**src/rtl/fifo_wptr_full.sv**
```systemverilog
// Write-side pointer, full/almost-full and fill-level controller for a dual-clock FIFO.
// Optional sticky overflow output wovf is compiled in when FIFO_WOVF_EN is defined.
module fifo_wptr_full #(
    parameter int ADDRSIZE     = 4,
    parameter int AFULL_THRESH = 12,
    parameter int SYNC_STAGES  = 2
) (
    input  logic                wclk,
    input  logic                wrst,
    input  logic                winc,
    input  logic [ADDRSIZE:0]   rptr_gray,
    output logic                wclken,
    output logic [ADDRSIZE-1:0] waddr,
    output logic                wfull,
    output logic                walmost_full,
    output logic [ADDRSIZE:0]   wlevel,
    output logic [ADDRSIZE:0]   wptr
`ifdef FIFO_WOVF_EN
    ,
    output logic                wovf
`endif
);

    localparam logic [ADDRSIZE:0] AFULL_LVL = (ADDRSIZE+1)'(AFULL_THRESH);

    logic [ADDRSIZE:0] sync_reg [SYNC_STAGES];
    logic [ADDRSIZE:0] wq_rptr;
    logic [ADDRSIZE:0] rbin_s;

    logic [ADDRSIZE:0] wbin_reg;
    logic [ADDRSIZE:0] wptr_reg;
    logic              wfull_reg;
    logic              walmost_full_reg;
    logic [ADDRSIZE:0] wlevel_reg;

    logic              accept;
    logic [ADDRSIZE:0] wbin_next;
    logic [ADDRSIZE:0] wgray_next;
    logic [ADDRSIZE:0] wlevel_next;
    logic              wfull_next;
    logic              walmost_full_next;

    // Plain flop chain on the foreign Gray pointer; nothing may sit between stages.
    generate
        for (genvar gi = 0; gi < SYNC_STAGES; gi++) begin : g_sync
            if (gi == 0) begin : g_first
                always_ff @(posedge wclk or posedge wrst) begin
                    if (wrst) begin
                        sync_reg[gi] <= '0;
                    end else begin
                        sync_reg[gi] <= rptr_gray;
                    end
                end
            end else begin : g_rest
                always_ff @(posedge wclk or posedge wrst) begin
                    if (wrst) begin
                        sync_reg[gi] <= '0;
                    end else begin
                        sync_reg[gi] <= sync_reg[gi-1];
                    end
                end
            end
        end
    endgenerate

    assign wq_rptr = sync_reg[SYNC_STAGES-1];

    // Gray-to-binary: each binary bit is the XOR of all Gray bits at or above it.
    generate
        for (genvar gi = 0; gi <= ADDRSIZE; gi++) begin : g_g2b
            assign rbin_s[gi] = ^wq_rptr[ADDRSIZE:gi];
        end
    endgenerate

    // Reset gates the accept so the array never sees a write while wrst is high.
    assign accept      = winc & ~wfull_reg & ~wrst;
    assign wbin_next   = wbin_reg + {{ADDRSIZE{1'b0}}, accept};
    assign wgray_next  = (wbin_next >> 1) ^ wbin_next;
    assign wlevel_next = wbin_next - rbin_s;

    assign wfull_next = (wgray_next == {~wq_rptr[ADDRSIZE:ADDRSIZE-1],
                                        wq_rptr[ADDRSIZE-2:0]});
    assign walmost_full_next = (wlevel_next >= AFULL_LVL);

    always_ff @(posedge wclk or posedge wrst) begin
        if (wrst) begin
            wbin_reg         <= '0;
            wptr_reg         <= '0;
            wfull_reg        <= 1'b0;
            walmost_full_reg <= 1'b0;
            wlevel_reg       <= '0;
        end else begin
            wbin_reg         <= wbin_next;
            wptr_reg         <= wgray_next;
            wfull_reg        <= wfull_next;
            walmost_full_reg <= walmost_full_next;
            wlevel_reg       <= wlevel_next;
        end
    end

    assign wclken       = accept;
    assign waddr        = wbin_reg[ADDRSIZE-1:0];
    assign wfull        = wfull_reg;
    assign walmost_full = walmost_full_reg;
    assign wlevel       = wlevel_reg;
    assign wptr         = wptr_reg;

`ifdef FIFO_WOVF_EN
    logic wovf_reg;

    // Sticky: any write attempted while full sets it until the next reset.
    always_ff @(posedge wclk or posedge wrst) begin
        if (wrst) begin
            wovf_reg <= 1'b0;
        end else begin
            wovf_reg <= wovf_reg | (winc & wfull_reg);
        end
    end

    assign wovf = wovf_reg;
`endif

endmodule

```
**config.mk**
```make
export PLATFORM = sky130hd
export DESIGN_NAME = fifo_wptr_full
export DESIGN_NICKNAME = d
export VERILOG_FILES = /design/src/rtl/fifo_wptr_full.sv
export SDC_FILE = /design/constraint.sdc
export NUM_CORES = 1
export LEC_CHECK = 0
export BUFFER_PORTS_ARGS = -buffer_cell sky130_fd_sc_hd__buf_2
export CAP_MARGIN = 40
export CORE_ASPECT_RATIO = 1.5
export CORE_MARGIN = 1.5
export CORE_UTILIZATION = 50
export DETAILED_ROUTE_END_ITERATION = 8
export PLACE_DENSITY = 0.74
export SYNTH_ARGS = -nofsm -noshare
export SYNTH_HDL_FRONTEND = slang
export SYNTH_SLANG_ARGS = --single-unit
```
**constraint.sdc**
```tcl
create_clock -name wclk -period 2.79 [get_ports wclk]
set_input_delay 0.558 -clock wclk [delete_from_list [all_inputs] [get_ports wclk]]
set_output_delay 0.558 -clock wclk [all_outputs]
set_load 0.01 [all_outputs]
```
[After elaboration in Yosys (flattened, before gate mapping)]
Index checks and enable logic that the tools add are counted.
Storage, ports and cells
  flip-flop bits (word level): 27
  bits in latches: 0
  RAM bits: 0
  memory bits (read-only): 0
  output and inout bits: 17
  memories: 0
Operators by class
  add/sub/neg operators: 2
  multiply operators: 0
  div/mod/pow operators: 0
  magnitude comparators: 1
  equality and inequality tests: 1
  shift operators: 0
  muxes and demuxes: 0
  bitwise operators: 6
  reductions and logical operators: 4
Operators by type and width (count)
  adder 5 x 1 -> 5 bit: 1
  == test 5 bit: 1
  >= comparator 5 x 4 -> 1 bit, second input constant: 1
  XOR reduction 5 bit: 1
  subtractor 5 bit: 1
  bitwise XOR 4 x 5 -> 5 bit: 1
  XOR reduction 4 bit: 1
  XOR reduction 3 bit: 1
  AND 1 bit: 2
  inverter 1 bit: 2
  inverter 2 bit: 1
  XOR reduction 2 bit: 1

[Logic depth before layout (Yosys ltp)]
Gate-level depths: netlist of run 1.
  word-level depth: 6
  gate-level depth with buffers: 10
  depth with buffers taken out: 10

[Worst setup path before layout of run 1]
Ideal clock, no wire load.
  path kind: input -> register
  from: in wrst
  to: reg walmost_full_reg (netlist: walmost_full)
  setup time: 101 ps
  data arrival time: 2494 ps
  data required time: 2689 ps
  setup slack: 196 ps
  cell stages on the path: 10
  buffers on the path: 0
  cells stage by stage: nor3b_1 ha_1 nand3_1 xor2_1 inv_1 ha_1 inv_1 a211o_1 a21o_1 o311ai_2
Between the ends
  word-level cells in the longest chain between the ends: 5
RTL lines
  start, declared: RTL line 9  | input logic wrst,
  inverter 1 bit: RTL line 76  | assign accept = winc & ~wfull_reg & ~wrst;
  AND 1 bit: RTL line 76
  adder 5 x 1 -> 5 bit: RTL line 77  | assign wbin_next = wbin_reg + {{ADDRSIZE{1'b0}}, accept};
  via wbin_next[3]: RTL line 37  | logic [ADDRSIZE:0] wbin_next;
  subtractor 5 bit: RTL line 79  | assign wlevel_next = wbin_next - rbin_s;
  >= comparator 5 x 4 -> 1 bit: RTL line 83  | assign walmost_full_next = (wlevel_next >= AFULL_LVL);
  via walmost_full_next: RTL line 41  | logic walmost_full_next;
  end signal, assigned: RTL line 96  | walmost_full_reg <= walmost_full_next;
  end, declared: RTL line 33  | logic walmost_full_reg;
The timed path passes the listed nets, and every way through them passes these cells.

[Worst setup path after layout of run 1]
  from: reg sync_reg (netlist bit wq_rptr[4])
  to: reg walmost_full_reg (netlist: walmost_full)
Between the ends
  word-level cells in the longest chain between the ends: 3
RTL lines
  start, declared: RTL line 26  | logic [ADDRSIZE:0] sync_reg [SYNC_STAGES];
  start signal, assigned by index: RTL line 59  | sync_reg[gi] <= sync_reg[gi-1];
  XOR reduction 5 bit, or another cell as far along: RTL line 71  | assign rbin_s[gi] = ^wq_rptr[ADDRSIZE:gi];
  subtractor 5 bit *: RTL line 79
  >= comparator 5 x 4 -> 1 bit *: RTL line 83
  via walmost_full_next: RTL line 41
Mark *: on every way through the listed nets, which the timed path passes. The rest lies on a longest branch.

==> results of run 1 <==
==> layer usage <==
| metal | GRT usage, % | vias to the layer above | part of all wire, % |
|---|---|---|---|
| met1 | 15.7 | 318 | 40 |
| met4 | 9.68 | 0 | 2.4 |
| li1 | - | 318 | - |
| met2 | 29.0 | 17 | 54 |
| met3 | 1.76 | 5 | 3.4 |
| met5 | 0 | - | 0 |
==> worst max-delay path by stage <==
stage / cells past startpoint / start / endpoint
4_1_cts: 10 / wq_rptr[2]$_DFF_PP0_ / walmost_full$_DFF_PP0_
2_1_floorplan: 10 / wrst / walmost_full$_DFF_PP0_
6_report: 10 / wq_rptr[4]$_DFF_PP0_ / walmost_full$_DFF_PP0_
3_5_place_dp: 9 / wrst / walmost_full$_DFF_PP0_
3_3_place_gp: 10 / wq_rptr[2]$_DFF_PP0_ / walmost_full$_DFF_PP0_
5_1_grt: 10 / wq_rptr[4]$_DFF_PP0_ / walmost_full$_DFF_PP0_
==> power breakdown <==
group	internal (mW)	leakage (nW)	total [mW]	switching, mW
clock	0.0797	0.0210	0.180	0.100
sequential	0.506	0.307	0.561	0.0552
combinational	0.387	0.379	0.817	0.430
==> cell type report <==
cell class | count | area share [%]
Sequential cell | 26 | 48.2
Multi-Input combinational cell | 43 | 33.2
Timing Repair Buffer | 27 | 11.1
Inverter | 10 | 2.78
Clock buffer | 4 | 2.69
Tap cell | 22 | 2.04
==> layout by cell type (no fill, tap or decap), types with 2 or more instances in the layout <==
cell type   n
buf_2      24
buf_4       2
clkbuf_4    3
dfrtp_1    26
ha_1        5
inv_1       9
nand3_1     3
nor2_1      2
xnor2_1     6
xnor2_2     2
xnor3_1     2
xor2_1      6
==> logic make-up (layout without fill, tap and decap cells) <==
family	Yosys count	in the layout	synth area share, %
flops	26	26	57.7
fa+ha+maj	6	6	7.33
mux	1	1	0.888
xor+xnor	18	18	19.8
compound gates	6	6	4.66
simple gates	12	12	6.33
buf+inv	10	41	3.33
==> critical path, stage by stage (launching register included) <==
cell      delay [ps]
dfrtp_1          440
xor3_2           460
xnor2_2          200
xnor2_1          150
ha_1             190
inv_1             60
fa_1             380
inv_1            110
xnor2_1           90
xnor2_1          180
o311ai_2         230
==> results.cfg, run 1 <==
[worst_hold_path]
min_path_type = in2async

[global_routing]
track_usage_pct = 15.1
grt.overflow.total = 0
grt_antenna_before_repair = 0
first_pass_grt_wire_length_um = 2830
grt_start_max_net_pins = 17
grt_pass1_vias = 687

[cts]
resized_cells_post_cts = 0
cts.root.buffer_cell = clkbuf_4
h-tree-depth = 1
cts.hold.buffers_added = 0
cts.sink_count = 26
number_of_cts_inserted_buffers = 3
skew_pair_late_insertion_delay_ps = 310
tritoncts = done
clock_path_buffers = 2
post-cts-setup-buffers = 0
cts.clk_slew.worst_paths_ps = 130

[timing]
timing_worst_slew_pin_value_ps = 430
rsz0062_at_grt = no
fin_hold_ws_ps = 230
setup_ws_ps = 209
finClkSkew_ps = 2.02
period_needed_ps = 2580
worst_slew_margin_rel_pct = 71.3
finalCritPeriodShare_pct = 92.5
final_hold_viol_count = 0
setup-violations-final = 0
max_freq_mhz = 387
fin_tns_setup_ps = 0
timing_max_transition_violations_final = 0

[placement]
place_worst_setup_slack_ps = 118
detailed_place.area_um2 = 1310
gpl.final_weighted_congestion = 0.774
buffer_ports.inserted = 24
place.detailed.hpwl_um = 1360
placed_cells_incl_taps = 128

[setup_path]
critical_path.startpoint_type = flop
timing.reg2reg.worst_path_depth = 10
timing.critical_path.arrival_ps = 2800
critical_register_to_register_path_endpoint = walmost_full$_DFF_PP0_
reg2reg_slack_ps = 210
crit_type = reg2reg
crit_path_end_kind = flop
critical_path.max_fanout = 5
crit-reg2reg-launch = wq_rptr[4]$_DFF_PP0_
crit_path_required_time_ps = 3010

[pwr]
cellLeakagePower_nw = 0.707
power_density_nw_per_um2 = 1150
peakVddDrop_v = 0.000604
p_total_mw = 1.56

[finish]
design.final.nets = 125
design_area_um2 = 1350
antennaDiodeCount = 0
area_delta_synth_final_pct = 19.8
final_layout_size_suffix_gt1_share_pct = 33.6
multiInputGateArea_um2 = 448
seqCellArea_um2 = 651
post-route-util_pct = 65.0
layoutNonFillerInstCount = 132
fillerInstances = 158

[floorplan]
io_pins = 25
die_area_um2 = 2550
core_area_um2 = 2080
horizontal_die_dimension_um = 41.8
num_rows = 20
initial_core_utilization_pct = 54.3
die-height_um = 61.2

[synth]
post_synth_inst_count = 79
synth.top_cells.by_area = dfrtp_1 58%, ha_1 5.5%, xnor2_1 5.4%
yosys.cell_count.top_type = dfrtp_1
postSynth.topFlopCell = dfrtp_1
ys_seq_elements = 26
ys_types = 26
synth_enable_flop_cells = 0
synth_common_cells = 26 x dfrtp_1, 9 x inv_1, 7 x xnor2_1, 6 x xor2_1, 5 x ha_1
postSynthNetCount = 93
synthesis.area_per_instance_um2 = 14.3
mappedNetlistArea_um2 = 1130
synth.yosys.warnings = 0
synth_top_cell_area_share_pct = 57.7
synth_area_leader_cell = dfrtp_1
async_flop_share_pct = 100
synth.yosys.seq_area_share_pct = 57.7

[routing]
total_via_count_after_detailed_routing = 658
drt-vias-per-instance = 4.98
detail_route.drc_violations = 0
router_iterations_before_antenna_repair = 4
drt_first_iter_violations = 14
final_antenna_net_count = 0
routed_wl_um = 1670
routed_wire_length_per_instance_um = 12.6

[status]
outcome = finished, final reports clean

[job]
max-cap-violations = 0
(Power assumes the default switching activity.)
==> run 2, diff against run 1 <==
--- a/config.mk
+++ b/config.mk
@@ -10,7 +10,9 @@
 export CORE_ASPECT_RATIO = 1.5
 export CORE_MARGIN = 1.5
 export CORE_UTILIZATION = 50
+export CTS_BUF_LIST = sky130_fd_sc_hd__clkbuf_4
 export DETAILED_ROUTE_END_ITERATION = 8
+export MAX_ROUTING_LAYER = met4
 export PLACE_DENSITY = 0.74
 export SYNTH_ARGS = -nofsm -noshare
 export SYNTH_HDL_FRONTEND = slang
==> run 2 against run 1 <==
Largest cell class unchanged. Combinational power down 0.9%. Die area did not move. First-iteration DRC count decreased by 36%. Fmax up 0.19%. Global-route usage is 0.30 points higher. Final area down 0.74%. Critical path type unchanged. Hold slack got worse by 10 ps.
==> results.cfg, run 2 (same netlist as run 1, synthesis figures left out) <==
[cts]
h-tree-depth = 1
cts.sink_count = 26
skew_pair_late_insertion_delay_ps = 320
cts.clk_slew.worst_paths_ps = 130
tritoncts = done
post-cts-setup-buffers = 0
clock_path_buffers = 2
number_of_cts_inserted_buffers = 3
cts.root.buffer_cell = clkbuf_4

[global_routing]
grt_pass1_vias = 684
grt.overflow.total = 0
grt_start_max_net_pins = 17
grt_antenna_before_repair = 0
track_usage_pct = 15.4
first_pass_grt_wire_length_um = 2770

[timing]
setup-violations-final = 0
finalCritPeriodShare_pct = 92.3
fin_hold_ws_ps = 219
setup_ws_ps = 214
fin_tns_setup_ps = 0
max_freq_mhz = 388
worst_slew_margin_rel_pct = 71.5
finClkSkew_ps = 3.28
period_needed_ps = 2580
rsz0062_at_grt = no
timing_max_transition_violations_final = 0
timing_worst_slew_pin_value_ps = 427
final_hold_viol_count = 0

[floorplan]
initial_core_utilization_pct = 54.3
core_area_um2 = 2080
horizontal_die_dimension_um = 41.8
io_pins = 25
num_rows = 20
die_area_um2 = 2550
die-height_um = 61.2

[finish]
final_common_cell = dfrtp_1
antennaDiodeCount = 0
mostFrequentLayoutCells = 26 x dfrtp_1, 24 x buf_2, 9 x inv_1
area_delta_synth_final_pct = 18.9
design_area_um2 = 1340
design.final.nets = 125
final_layout_size_suffix_gt1_share_pct = 32.7

[routing]
routed_wl_um = 1650
routed_wire_length_per_instance_um = 12.5
total_via_count_after_detailed_routing = 661
drt_first_iter_violations = 9
detail_route.drc_violations = 0
drt-vias-per-instance = 5.01
router_iterations_before_antenna_repair = 4
final_antenna_net_count = 0

[setup_path]
timing.critical_path.mode_cell = xnor2_1
critical-path-slowest-cell = xor3_2
reg2reg_slack_ps = 210
critical_path.max_fanout = 5
timing.critical_path.arrival_ps = 2810
timing.reg2reg.worst_path_depth = 10
slowest_delay_ps = 460
crit-reg2reg-launch = wq_rptr[4]$_DFF_PP0_
crit_type = reg2reg
critical_register_to_register_path_endpoint = walmost_full$_DFF_PP0_
critical_path.startpoint_type = flop
critical_path.cell_chain = xor3_2 -> xnor2_2 -> xnor2_1 -> ha_1 -> inv_1 -> fa_1 -> inv_1 -> xnor2_1 -> xnor2_1 -> o311ai_2
crit_path_end_kind = flop
crit_path_required_time_ps = 3020

[placement]
detailed_place.area_um2 = 1310
place_worst_setup_slack_ps = 118
buffer_ports.inserted = 24
gpl.final_weighted_congestion = 0.785
place.detailed.hpwl_um = 1360

[status]
outcome = finished, final reports clean

[pwr]
peakVddDrop_v = 0.000612
p_total_mw = 1.53
power_density_nw_per_um2 = 1140
cellLeakagePower_nw = 0.702

[job]
max-cap-violations = 0

[worst_hold_path]
min_path_type = in2async
run 2: changes by cell type in the layout (fill, tap and decap cells not counted):
cell	change
clkbuf_8	-1
clkinv_1	+1
run 2: metal layers:
layer | part of all wire (%) | track usage [%] | vias up
li1 | - | - | 319
met1 | 39 | 14.9 | 320
met2 | 54 | 28.6 | 17
met3 | 3.5 | 1.76 | 5
met4 | 3.1 | 11.1 | 0
met5 | 0 | - | -
run 2: area by class of cell:
cell class / instances / area [um^2]
Clock buffer: 3 / 22.5
Clock inverter: 1 / 3.75
Fill cell: 157 / 737
Inverter: 10 / 37.5
Multi-Input combinational cell: 43 / 448
Sequential cell: 26 / 651
Tap cell: 22 / 27.5
Timing Repair Buffer: 27 / 150
run 2: how the worst max path moves through the flow:
stage | from | end | depth (start not counted)
2_1_floorplan | wrst | walmost_full$_DFF_PP0_ | 10
3_3_place_gp | wq_rptr[2]$_DFF_PP0_ | walmost_full$_DFF_PP0_ | 10
3_5_place_dp | wrst | walmost_full$_DFF_PP0_ | 9
4_1_cts | wq_rptr[2]$_DFF_PP0_ | walmost_full$_DFF_PP0_ | 10
5_1_grt | wq_rptr[4]$_DFF_PP0_ | walmost_full$_DFF_PP0_ | 10
6_report | wq_rptr[4]$_DFF_PP0_ | walmost_full$_DFF_PP0_ | 10
run 2: worst max-delay path, delay by kind of cell, from the launching register on:
kind / cells / cell delay [ps]
XOR/XNOR: 5 / 1080
adder cells (fa/ha/maj): 2 / 570
flip-flops: 1 / 440
AO/OA/AOI/OAI: 1 / 230
buffers and inverters: 2 / 160
run 2: timing repair:
item / in CTS / in global routing
setup endpoints to repair: 0 / 1
resized for setup: 0 / 2
hold buffers: 0 / 0
run 2: power by group:
| group | internal (mW) | switching, mW |
|---|---|---|
| sequential | 0.506 | 0.0553 |
| combinational | 0.385 | 0.425 |
| clock | 0.0525 | 0.104 |
run 2: stage by stage:
stage | utilization, % | instances
6_report | 64.5 | 132
5_1_grt | 64.5 | 132
4_1_cts | 64.1 | 132
3_3_place_gp | 62.1 | 127
2_1_floorplan | - | 79
3_5_place_dp | 62.8 | 128
